**src/rtl/m6800_bus_emu_if.sv**
```systemverilog
// Bus bundle between the 68000 bus-control decode and the 6800-style cycle emulator.
// BERR_n is present only when M6800_BUS_TIMEOUT_EN is defined.
interface m6800_bus_emu_if;
  logic VPA_n;
  logic CPUSPACE;
  logic AS_CPU_n;
  logic E_OUT;
  logic E_SYNC;
  logic VMA_n;
  logic M6800_DTACK_n;
  logic CYCLE_BUSY;
`ifdef M6800_BUS_TIMEOUT_EN
  logic BERR_n;
`endif

  modport master (
    output VPA_n, CPUSPACE, AS_CPU_n,
`ifdef M6800_BUS_TIMEOUT_EN
    input  BERR_n,
`endif
    input  E_OUT, E_SYNC, VMA_n, M6800_DTACK_n, CYCLE_BUSY
  );

  modport slave (
    input  VPA_n, CPUSPACE, AS_CPU_n,
`ifdef M6800_BUS_TIMEOUT_EN
    output BERR_n,
`endif
    output E_OUT, E_SYNC, VMA_n, M6800_DTACK_n, CYCLE_BUSY
  );
endinterface

```
**src/rtl/m6800_bus_emu.sv**
```systemverilog
// 6800-style E clock generator and VPA-initiated synchronous bus cycle sequencer (C7M falling edge).
// Optional bus-error timeout enabled by defining M6800_BUS_TIMEOUT_EN.
module m6800_bus_emu #(
  parameter int unsigned E_LOW      = 6,
  parameter int unsigned E_HIGH     = 4,
  parameter int unsigned VMA_SLOT   = 3,
  parameter int unsigned DTACK_SLOT = 9,
`ifdef M6800_BUS_TIMEOUT_EN
  parameter int unsigned TIMEOUT_E  = 8,
`endif
  parameter int unsigned CNT_W      = 4
) (
  input  logic           C7M,
  input  logic           RESET,
  m6800_bus_emu_if.slave bus
);

  localparam int unsigned      Period  = E_LOW + E_HIGH;
  localparam logic [CNT_W-1:0] CntMax  = CNT_W'(Period - 1);
  localparam logic [CNT_W-1:0] VmaCnt  = CNT_W'(VMA_SLOT);
  localparam logic [CNT_W-1:0] AckCnt  = CNT_W'(DTACK_SLOT);
  localparam logic [CNT_W-1:0] ELowCnt = CNT_W'(E_LOW);

  typedef enum logic [2:0] {
    StIdle,
    StWaitVma,
    StVmaOn,
    StAck,
    StNoVma,
    StBerr
  } state_e;

  state_e           state_q, state_d;
  logic [CNT_W-1:0] cnt_q, cnt_d;
  logic             e_q, e_d;
  logic             sync_q, sync_d;
  logic             vma_n_q, vma_n_d;
  logic             dtack_n_q, dtack_n_d;
  logic             busy_q, busy_d;
  logic             abort;

  // E timing is free-running and never influenced by bus activity.
  always_comb begin
    cnt_d  = (cnt_q == CntMax) ? '0 : cnt_q + 1'b1;
    e_d    = (cnt_d >= ELowCnt);
    sync_d = (cnt_d == '0);
  end

  assign abort = bus.VPA_n | bus.AS_CPU_n;

`ifdef M6800_BUS_TIMEOUT_EN
  localparam int unsigned TcntW = $clog2(TIMEOUT_E + 1);

  logic [TcntW-1:0] tcnt_q, tcnt_d;
  logic             berr_n_q, berr_n_d;
  logic             timeout;

  always_comb begin
    tcnt_d = tcnt_q;
    if (state_q == StIdle) begin
      tcnt_d = '0;
    end else if ((state_q == StWaitVma || state_q == StVmaOn) && sync_q) begin
      tcnt_d = tcnt_q + 1'b1;
    end
  end

  assign timeout = (tcnt_d == TcntW'(TIMEOUT_E));
`endif

  always_comb begin
    state_d = state_q;
    unique case (state_q)
      StIdle: begin
        if (!bus.VPA_n && !bus.AS_CPU_n) state_d = StWaitVma;
      end
      StWaitVma: begin
        if (abort) begin
          state_d = StIdle;
        end else if (cnt_q == VmaCnt) begin
          state_d = bus.CPUSPACE ? StNoVma : StVmaOn;
        end
      end
      StVmaOn: begin
        if (abort) begin
          state_d = StIdle;
        end else if (cnt_q == AckCnt) begin
          state_d = StAck;
        end
      end
      StAck, StNoVma, StBerr: begin
        if (bus.AS_CPU_n) state_d = StIdle;
      end
      default: state_d = StIdle;
    endcase
`ifdef M6800_BUS_TIMEOUT_EN
    if (timeout && (state_d == StWaitVma || state_d == StVmaOn)) state_d = StBerr;
    berr_n_d = (state_d != StBerr);
`endif
    vma_n_d   = !(state_d == StVmaOn || state_d == StAck);
    dtack_n_d = (state_d != StAck);
    busy_d    = (state_d != StIdle);
  end

  always_ff @(negedge C7M or posedge RESET) begin
    if (RESET) begin
      state_q   <= StIdle;
      cnt_q     <= '0;
      e_q       <= 1'b0;
      sync_q    <= 1'b0;
      vma_n_q   <= 1'b1;
      dtack_n_q <= 1'b1;
      busy_q    <= 1'b0;
    end else begin
      state_q   <= state_d;
      cnt_q     <= cnt_d;
      e_q       <= e_d;
      sync_q    <= sync_d;
      vma_n_q   <= vma_n_d;
      dtack_n_q <= dtack_n_d;
      busy_q    <= busy_d;
    end
  end

`ifdef M6800_BUS_TIMEOUT_EN
  always_ff @(negedge C7M or posedge RESET) begin
    if (RESET) begin
      tcnt_q   <= '0;
      berr_n_q <= 1'b1;
    end else begin
      tcnt_q   <= tcnt_d;
      berr_n_q <= berr_n_d;
    end
  end

  assign bus.BERR_n = berr_n_q;
`endif

  // Aborts bypass the registers so the 68000 sees VMA/DTACK release without a C7M edge.
  assign bus.E_OUT         = e_q;
  assign bus.E_SYNC        = sync_q;
  assign bus.VMA_n         = vma_n_q | bus.VPA_n;
  assign bus.M6800_DTACK_n = dtack_n_q | bus.AS_CPU_n;
  assign bus.CYCLE_BUSY    = busy_q;

endmodule
```
**src/flat_wrapper.sv**
```systemverilog
// flat-port wrapper written by rule: the top's interface ports become plain ports
module m6800_bus_emu_flat 
#(
  parameter int unsigned E_LOW      = 6,
  parameter int unsigned E_HIGH     = 4,
  parameter int unsigned VMA_SLOT   = 3,
  parameter int unsigned DTACK_SLOT = 9,

  parameter int unsigned CNT_W      = 4
)
  (C7M, RESET, bus_VPA_n, bus_CPUSPACE, bus_AS_CPU_n, bus_E_OUT, bus_E_SYNC, bus_VMA_n, bus_M6800_DTACK_n, bus_CYCLE_BUSY);
  m6800_bus_emu_if bus_i ();
  input  logic C7M;
  input  logic RESET;
  input wire logic [$bits(bus_i.VPA_n)-1:0] bus_VPA_n;
  input wire logic [$bits(bus_i.CPUSPACE)-1:0] bus_CPUSPACE;
  input wire logic [$bits(bus_i.AS_CPU_n)-1:0] bus_AS_CPU_n;
  output wire logic [$bits(bus_i.E_OUT)-1:0] bus_E_OUT;
  output wire logic [$bits(bus_i.E_SYNC)-1:0] bus_E_SYNC;
  output wire logic [$bits(bus_i.VMA_n)-1:0] bus_VMA_n;
  output wire logic [$bits(bus_i.M6800_DTACK_n)-1:0] bus_M6800_DTACK_n;
  output wire logic [$bits(bus_i.CYCLE_BUSY)-1:0] bus_CYCLE_BUSY;
  assign bus_i.VPA_n = bus_VPA_n;
  assign bus_i.CPUSPACE = bus_CPUSPACE;
  assign bus_i.AS_CPU_n = bus_AS_CPU_n;
  assign bus_E_OUT = bus_i.E_OUT;
  assign bus_E_SYNC = bus_i.E_SYNC;
  assign bus_VMA_n = bus_i.VMA_n;
  assign bus_M6800_DTACK_n = bus_i.M6800_DTACK_n;
  assign bus_CYCLE_BUSY = bus_i.CYCLE_BUSY;
  m6800_bus_emu #(.E_LOW(E_LOW), .E_HIGH(E_HIGH), .VMA_SLOT(VMA_SLOT), .DTACK_SLOT(DTACK_SLOT), .CNT_W(CNT_W)) u_core (.C7M(C7M), .RESET(RESET), .bus(bus_i));
endmodule
```
**config.mk**
```make
export PLATFORM = sky130hd
export DESIGN_NAME = m6800_bus_emu_flat
export DESIGN_NICKNAME = d
export VERILOG_FILES = /design/src/rtl/m6800_bus_emu_if.sv /design/src/rtl/m6800_bus_emu.sv /design/src/flat_wrapper.sv
export SDC_FILE = /design/constraint.sdc
export NUM_CORES = 1
export LEC_CHECK = 0
export ABC_CLOCK_PERIOD_IN_PS = 1800
export BUFFER_PORTS_ARGS = -buffer_cell sky130_fd_sc_hd__buf_2
export CORE_AREA = 2 2 39 41
export DETAILED_ROUTE_END_ITERATION = 16
export DIE_AREA = 0 0 41 43
export PLACE_DENSITY = 0.67
export SLEW_MARGIN = 20
export SYNTH_ARGS = -nofsm -noshare
export SYNTH_HDL_FRONTEND = slang
export SYNTH_SLANG_ARGS = --single-unit
```
**constraint.sdc**
```tcl
create_clock -name C7M -period 1.8 [get_ports C7M]
set_input_delay 0.18 -clock C7M [delete_from_list [all_inputs] [get_ports C7M]]
set_output_delay 0.18 -clock C7M [all_outputs]
set_load 0.03 [all_outputs]
```
# Word-level counts from Yosys, hierarchy flattened
# Cells that the tools add are included.
# totals
regBits	12
input_bits	5
out_inout_bits	5
elab_cells	40
# op_classes
addsub	1
n_lt_le_gt_ge	1
eq_ne	10
mux	9
bitwise_logic	3
n_reduce_logical	9
# ops
op	count
two-way mux 3 bit	7
equality test 3 x 2 -> 1 bit, second input constant	4
one-hot mux 3 bit (4 select lines)	1
equality test 3 bit, second input constant	2
adder 4 x 1 -> 4 bit, second input constant	1
equality test 4 x 2 -> 1 bit, second input constant	1
equality test 4 bit, second input constant	1
>= comparator 4 x 3 -> 1 bit, second input constant	1
zero test 4 bit	1
two-way mux 4 bit	1
equality test 3 x 1 -> 1 bit, second input constant	1
zero test 1 bit	3
zero test 3 bit	1
inequality test 3 x 2 -> 1 bit, second input constant	1
bitwise OR 1 bit	3
nonzero test 3 bit	1
OR reduction 3 bit	1
logical AND 1 bit	1
logical OR 1 bit	1

# Depth between registers and ports, before layout
# Gate-level depths: netlist of the first run.
# depth
word_depth	7
depth_mapped	6
ltp_nobuf	6

==> impl_metrics.toml, run 1 <==
[status]
status = "complete, but fails checks"
violations = "setup timing"

[yosys]
synthXorXnorAreaFrac_pct = 1.61
synth_most_common_cell = "dfrtn_1"
async_reset_ff_share_pct = 100
syn-num-nets = 56
synth_area_leaders = "dfrtn_1, dfstp_2, inv_1, ha_1, nand2_1"
synth_top_area_share_pct = 46.1
synth-simple-area-share_pct = 20.7
synth.avg_cell_area_sq_um = 11.1
synth-main-ff-cell = "dfrtn_1"
synthMuxAreaShare_pct = 1.84
synthTopCellsByCount = "dfrtn_1, inv_1, nand2_1"
synth.yosys.seq_area_share_pct = 55.8
synth-seq-cells = 12
synth_cells = 49
synth_compound_area_share_pct = 10.6
synth_edf_count = 0
synth_area_leader_cell = "dfrtn_1"
syn_area_sq_um = 543
synth_top_family_by_area = "simple AND/OR/NAND/NOR gates"
synth_cell_types = 23
synth-adder-area-share_pct = 4.61
ys_warn_count = 0

[route]
vias_per_cell = 4.89
detail-route-antenna-nets = 0
dr.pass1.iters = 4
num_vias = 406
drtIter0Drc = 4
wirelength_um = 961
drc = 0
wl_per_cell_um = 11.6

[cells_and_area]
nets = 75
n_fill_cell = 122
layout-drive-gt1-share_pct = 35.8
area_growth_pct = 35.9
antenna_cells = 0
final_design_area_no_fill_sq_um = 738

[timing]
fin_ws_ps = -318
finClkSkew_ps = 50.1
setup_violations = 7
finalHoldViolations = 0
tns_ps = -891
rsz0062_at_grt = "yes"
tightest_slew_ps = 523
slew_violations = 0
relSlewSlack_pct = 64.9

[min_path]
min-delay-path-class = "flop to flop"
hold_start = "u_core.cnt_q[0]$_DFF_NP0_"

[power]
p_per_area_nw_per_um2 = 751
ir_worst_vdd_mv = 0.456
leakagePower_nw = 0.364
fin_total_pwr_mw = 0.554

[floorplanning]
die_w_um = 41
core_region_area_sq_um = 1380
die_h_um = 43
io_pins = 10
start_util_pct = 39.2
rows = 14
die-area_sq_um = 1760

[clock_network]
numCtsBuffers = 3
clk_latency_ps = 310
clkSlewWorstSetupHoldPaths_ps = 50
cts_hold_buf = 0
clock-sinks = 12
clock_path_buffers = 2
cts_tree = "built"
clockRootBuffer = "clkbuf_4"
cts_max_level = 1

[setup_path]
cp_max_fo = 1
startpoint = "u_core.dtack_n_q$_DFF_NP1_"
r2r_cells = 5
critPathLaunchType = "flop"
rrSetupSlack_ps = 120
crit_type = "flop to primary output"
cp-endpoint = "bus_M6800_DTACK_n"
r2r-start = "u_core.cnt_q[0]$_DFF_NP0_"
rr_endpoint = "u_core.bus.CYCLE_BUSY$_DFF_NP0_"
worst_setup_path_end_kind = "primary output"
crit_required_ps = 1620
cp_data_arrival_time_ps = 1940

[global_route]
antenna_found_initial = 0
grt_usage_pct = 13.5
first_global_vias = 409
grt_max_degree = 8
grt_pass1_wl_mm = 1.60
gr-total-overflow = 0

[place]
place_hpwl_um = 699
globalplace.congestion = 0.736
dpl_cell_area_sq_um = 642
numPortBuffers = 9

[job]
cap_violations = 0
==> report_power, final <==
part           switching, mW  internal (mW)
Combinational         0.0169         0.0164
Sequential           0.00178          0.274
Clock                 0.0873          0.158
Total                  0.106          0.448
==> critical path, stage by stage (launching register included) <==
cell and delay [ps]:
dfstp_2 510, or2_4 100, buf_6 120
==> metal layers <==
| metal | share of wire (%) | vias up | wire [um] | track usage, % |
|---|---|---|---|---|
| met5 | 0 | - | 0 | 0 |
| met4 | 0 | 0 | 0 | 8.00 |
| met3 | 3.1 | 0 | 30 | 1.57 |
| met2 | 52 | 8 | 496 | 19.7 |
| met1 | 45 | 197 | 433 | 18.6 |
| li1 | - | 201 | - | - |
==> stage by stage <==
| step | setup WS, ps | cells | hold WS (ps) | util (%) |
|---|---|---|---|---|
| final | -318 | 83 | 485 | 53.3 |
| after global routing | -366 | 83 | 511 | 53.3 |
| after CTS | -332 | 82 | 483 | 52.8 |
| after detailed placement | -332 | 77 | 482 | 46.4 |
| after global placement | -317 | 77 | 456 | 46.4 |
| after floorplan | -131 | 49 | 423 | - |
==> what timing repair did <==
action	in CTS	in global routing
setup buffers	0	1
setup endpoints to repair	7	7
pin swaps	3	0
gates resized for setup	15	0
==> layout make-up <==
type | instances | area [sq um] | area share (%)
clock inverter | 3 | 25.0 | 3.39
sequential | 12 | 303 | 41.0
clock buffer | 3 | 22.5 | 3.05
multi-input combinational | 30 | 230 | 31.2
inverter | 6 | 22.5 | 3.05
timing repair buffer | 13 | 115 | 15.6
tap | 16 | 20.0 | 2.71
==> cells by family (layout without fill, tap and decap cells) <==
logic type	count (synthesis)	in the layout
XOR/XNOR	1	1
AO/OA/AOI/OAI	7	7
flip-flops	12	12
buffers and inverters	7	25
AND/OR/NAND/NOR	19	19
adder cells (fa/ha/maj)	2	2
multiplexers	1	1
==> registers in the layout (all words and copies together), names as in the netlist <==
name / count
u_core.bus.CYCLE_BUSY: 1
u_core.bus.E_OUT: 1
u_core.cnt_q: 4
u_core.dtack_n_q: 1
u_core.state_q: 3
u_core.vma_n_q: 1
u_core.bus.E_SYNC: 1
==> worst min-delay path by stage <==
stage                                end  cells past startpoint
5_1_grt        u_core.cnt_q[0]$_DFF_NP0_                      1
3_3_place_gp   u_core.cnt_q[0]$_DFF_NP0_                      1
4_1_cts        u_core.cnt_q[0]$_DFF_NP0_                      1
6_report       u_core.cnt_q[0]$_DFF_NP0_                      1
2_1_floorplan  u_core.cnt_q[0]$_DFF_NP0_                      1
3_5_place_dp   u_core.cnt_q[0]$_DFF_NP0_                      1
==> layout by cell type (no fill, tap or decap), types with 2 or more instances in the layout <==
| cell | n |
|---|---|
| buf_6 | 6 |
| nand2_1 | 5 |
| dfstp_2 | 2 |
| ha_1 | 2 |
| dfrtn_1 | 10 |
| buf_4 | 5 |
| a21o_1 | 2 |
| or2_4 | 2 |
| nor2_1 | 3 |
| inv_1 | 8 |
| buf_2 | 2 |
| clkbuf_4 | 3 |
Note: power is estimated with default switching activity, not from simulation.
==> inputs of run 2 (changes only) <==
- BUFFER_PORTS_ARGS: -buffer_cell sky130_fd_sc_hd__buf_2 -> not set
- DONT_BUFFER_PORTS: not set -> 1
- PLACE_DENSITY: 0.67 -> 0.6
==> run 2 against run 1 <==
Compared with the run above:
- the flow still finishes with violations (setup timing)
- cell count shrank 14%
- global-route usage grew 0.24 points
- clock-buffer cell count is the same
- clock skew grew 1.7 ps
- setup slack gained 48 ps
- largest power group unchanged
- register-to-register slack lost 40 ps
- critical path type unchanged
- sequential power is essentially flat
- utilization shrank 8.3 points
- flip-flop and latch count is the same
- die area is the same
- critical path depth shrank 1
==> impl_metrics.toml, run 2 (synthesis gave the netlist of run 1 again) <==
[status]
status = "complete, but fails checks"
violations = "setup timing"

[power]
swShare_pct = 23.5
ir_worst_vdd_mv = 0.396
clockPowerShare_pct = 38.9
fin_total_pwr_mw = 0.479
p_int_mw = 0.367
leakagePower_nw = 0.287
power.switching_mw = 0.112
pwr-share-comb_pct = 3.0
p_per_area_nw_per_um2 = 769
seqPwrFrac_pct = 58.1

[timing]
relSlewSlack_pct = 65.9
setup_violations = 5
fin_ws_ps = -270
finClkSkew_ps = 51.8
finalHoldViolations = 0
slew_violations = 0
rsz0062_at_grt = "yes"
tightest_slew_ps = 508

[floorplanning]
die_w_um = 41
io_pins = 10
rows = 14
die-area_sq_um = 1760
die_h_um = 43
core_region_area_sq_um = 1380
start_util_pct = 39.2

[setup_path]
crit_type = "flop to primary output"
cp_num_buf_inv = 0
cp_max_fo = 1
rrSetupSlack_ps = 80
critPathLaunchType = "flop"
slowest_stage = "dfstp_2"
crit_family = "flip-flops"
r2r-start = "u_core.cnt_q[0]$_DFF_NP0_"
worst_setup_path_end_kind = "primary output"
rr_endpoint = "u_core.bus.CYCLE_BUSY$_DFF_NP0_"
r2r_cells = 5
crit_path_max_incr_delay_ps = 500
crit_chain = "or2_4"
cp_data_arrival_time_ps = 1890
crit_required_ps = 1620

[route]
vias_per_cell = 5.17
dr.pass1.iters = 5
detail-route-antenna-nets = 0
drtIter0Drc = 2
num_vias = 367
drc = 0
wl_per_cell_um = 13.3
wirelength_um = 944

[cells_and_area]
reg_top3 = "u_core.cnt_q: 4 flops, u_core.state_q: 3 flops"
n_fill_cell = 142
final_design_area_no_fill_sq_um = 623
stdcell_count = 71
final_cell_mix = "dfrtn_1, inv_1, nand2_1, nor2_1, clkbuf_4"
final_common_cell = "dfrtn_1"
largest_reg_flops = 4
antenna_cells = 0
final_util_pct = 45.0
layout-drive-gt1-share_pct = 23.6
nets = 63
regMostFlops = "u_core.cnt_q"
area_growth_pct = 14.7

[global_route]
grt_max_degree = 13
grt_usage_pct = 13.7
antenna_found_initial = 0
first_global_vias = 359
gr-total-overflow = 0
grt_pass1_wl_mm = 1.50

[clock_network]
clkSlewWorstSetupHoldPaths_ps = 50
cts_hold_buf = 0
cts_max_level = 1
clock_path_buffers = 2
clock-sinks = 12
numCtsBuffers = 3
clk_latency_ps = 330
clockRootBuffer = "clkbuf_4"
cts_tree = "built"

[place]
globalplace.congestion = 0.665
numPortBuffers = 0
dp.cells = 66
dpl_cell_area_sq_um = 582
place_hpwl_um = 715
post-place-ws_ps = -186

[min_path]
hold_path_end = "u_core.cnt_q[0]$_DFF_NP0_"
holdPathStages = 1
hold_start = "u_core.cnt_q[0]$_DFF_NP0_"
min-delay-path-class = "flop to flop"

[job]
cap_violations = 0
## run 2: cell types whose count changed in the layout (fill, tap and decap cells not counted)
cell        change
buf_2           -2
buf_4           -4
buf_6           -6
bufinv_8        -1
clkinvlp_2      +1
or3_1           -1
or3_4           +1
## run 2: layout make-up
cell class                 instances  area (sq um)  share of cell area (%)
sequential                        12           303                    48.6
clock inverter                     3          12.5                    2.01
timing repair buffer               1          7.51                    1.20
tap                               16          20.0                    3.21
multi-input combinational         30           235                    37.8
clock buffer                       3          22.5                    3.61
inverter                           6          22.5                    3.61
## run 2: metal layers
metal  part of all wire [%]  vias to the layer above  track usage [%]
met1                     42                      178             14.8
met2                     51                        8             21.6
met3                    5.1                        4             3.66
li1                       -                      177                -
met4                    2.1                        0             10.0
met5                      0                        -                0
## run 2: worst max path at each step
stage | from | endpoint | slack [ps] | cells after the start
floorplan | bus_VPA_n | u_core.dtack_n_q$_DFF_NP1_ | -130 | 4
detailed placement | bus_VPA_n | u_core.dtack_n_q$_DFF_NP1_ | -190 | 4
CTS | u_core.dtack_n_q$_DFF_NP1_ | bus_M6800_DTACK_n | -280 | 1
finish | u_core.vma_n_q$_DFF_NP1_ | bus_VMA_n | -270 | 1
global placement | bus_VPA_n | u_core.dtack_n_q$_DFF_NP1_ | -180 | 4
global route | u_core.vma_n_q$_DFF_NP1_ | bus_VMA_n | -320 | 1
## run 2: repair_timing
item | in CTS | in global routing
pin swaps | 0 | 1
resized for setup | 2 | 1
setup endpoints to repair | 5 | 6
setup buffers | 0 | 0
hold endpoints to repair | 0 | 0
## run 2: power by group through the flow
| stage | combinational, mW | sequential, mW | clock (mW) |
|---|---|---|---|
| after floorplan | 0.0112 | 0.282 | 0.0104 |
| after global placement | 0.0134 | 0.283 | 0.0104 |
| after detailed placement | 0.0137 | 0.283 | 0.0104 |
| after CTS | 0.0139 | 0.278 | 0.193 |
| after global routing | 0.0166 | 0.279 | 0.214 |
| final | 0.0144 | 0.278 | 0.187 |
## run 2: metrics by stage
stage / TNS, ps / hold WS (ps)
6_report: -925 / 470
2_1_floorplan: -226 / 423
5_1_grt: -1090 / 509
3_5_place_dp: -470 / 472
3_3_place_gp: -409 / 474
4_1_cts: -974 / 468
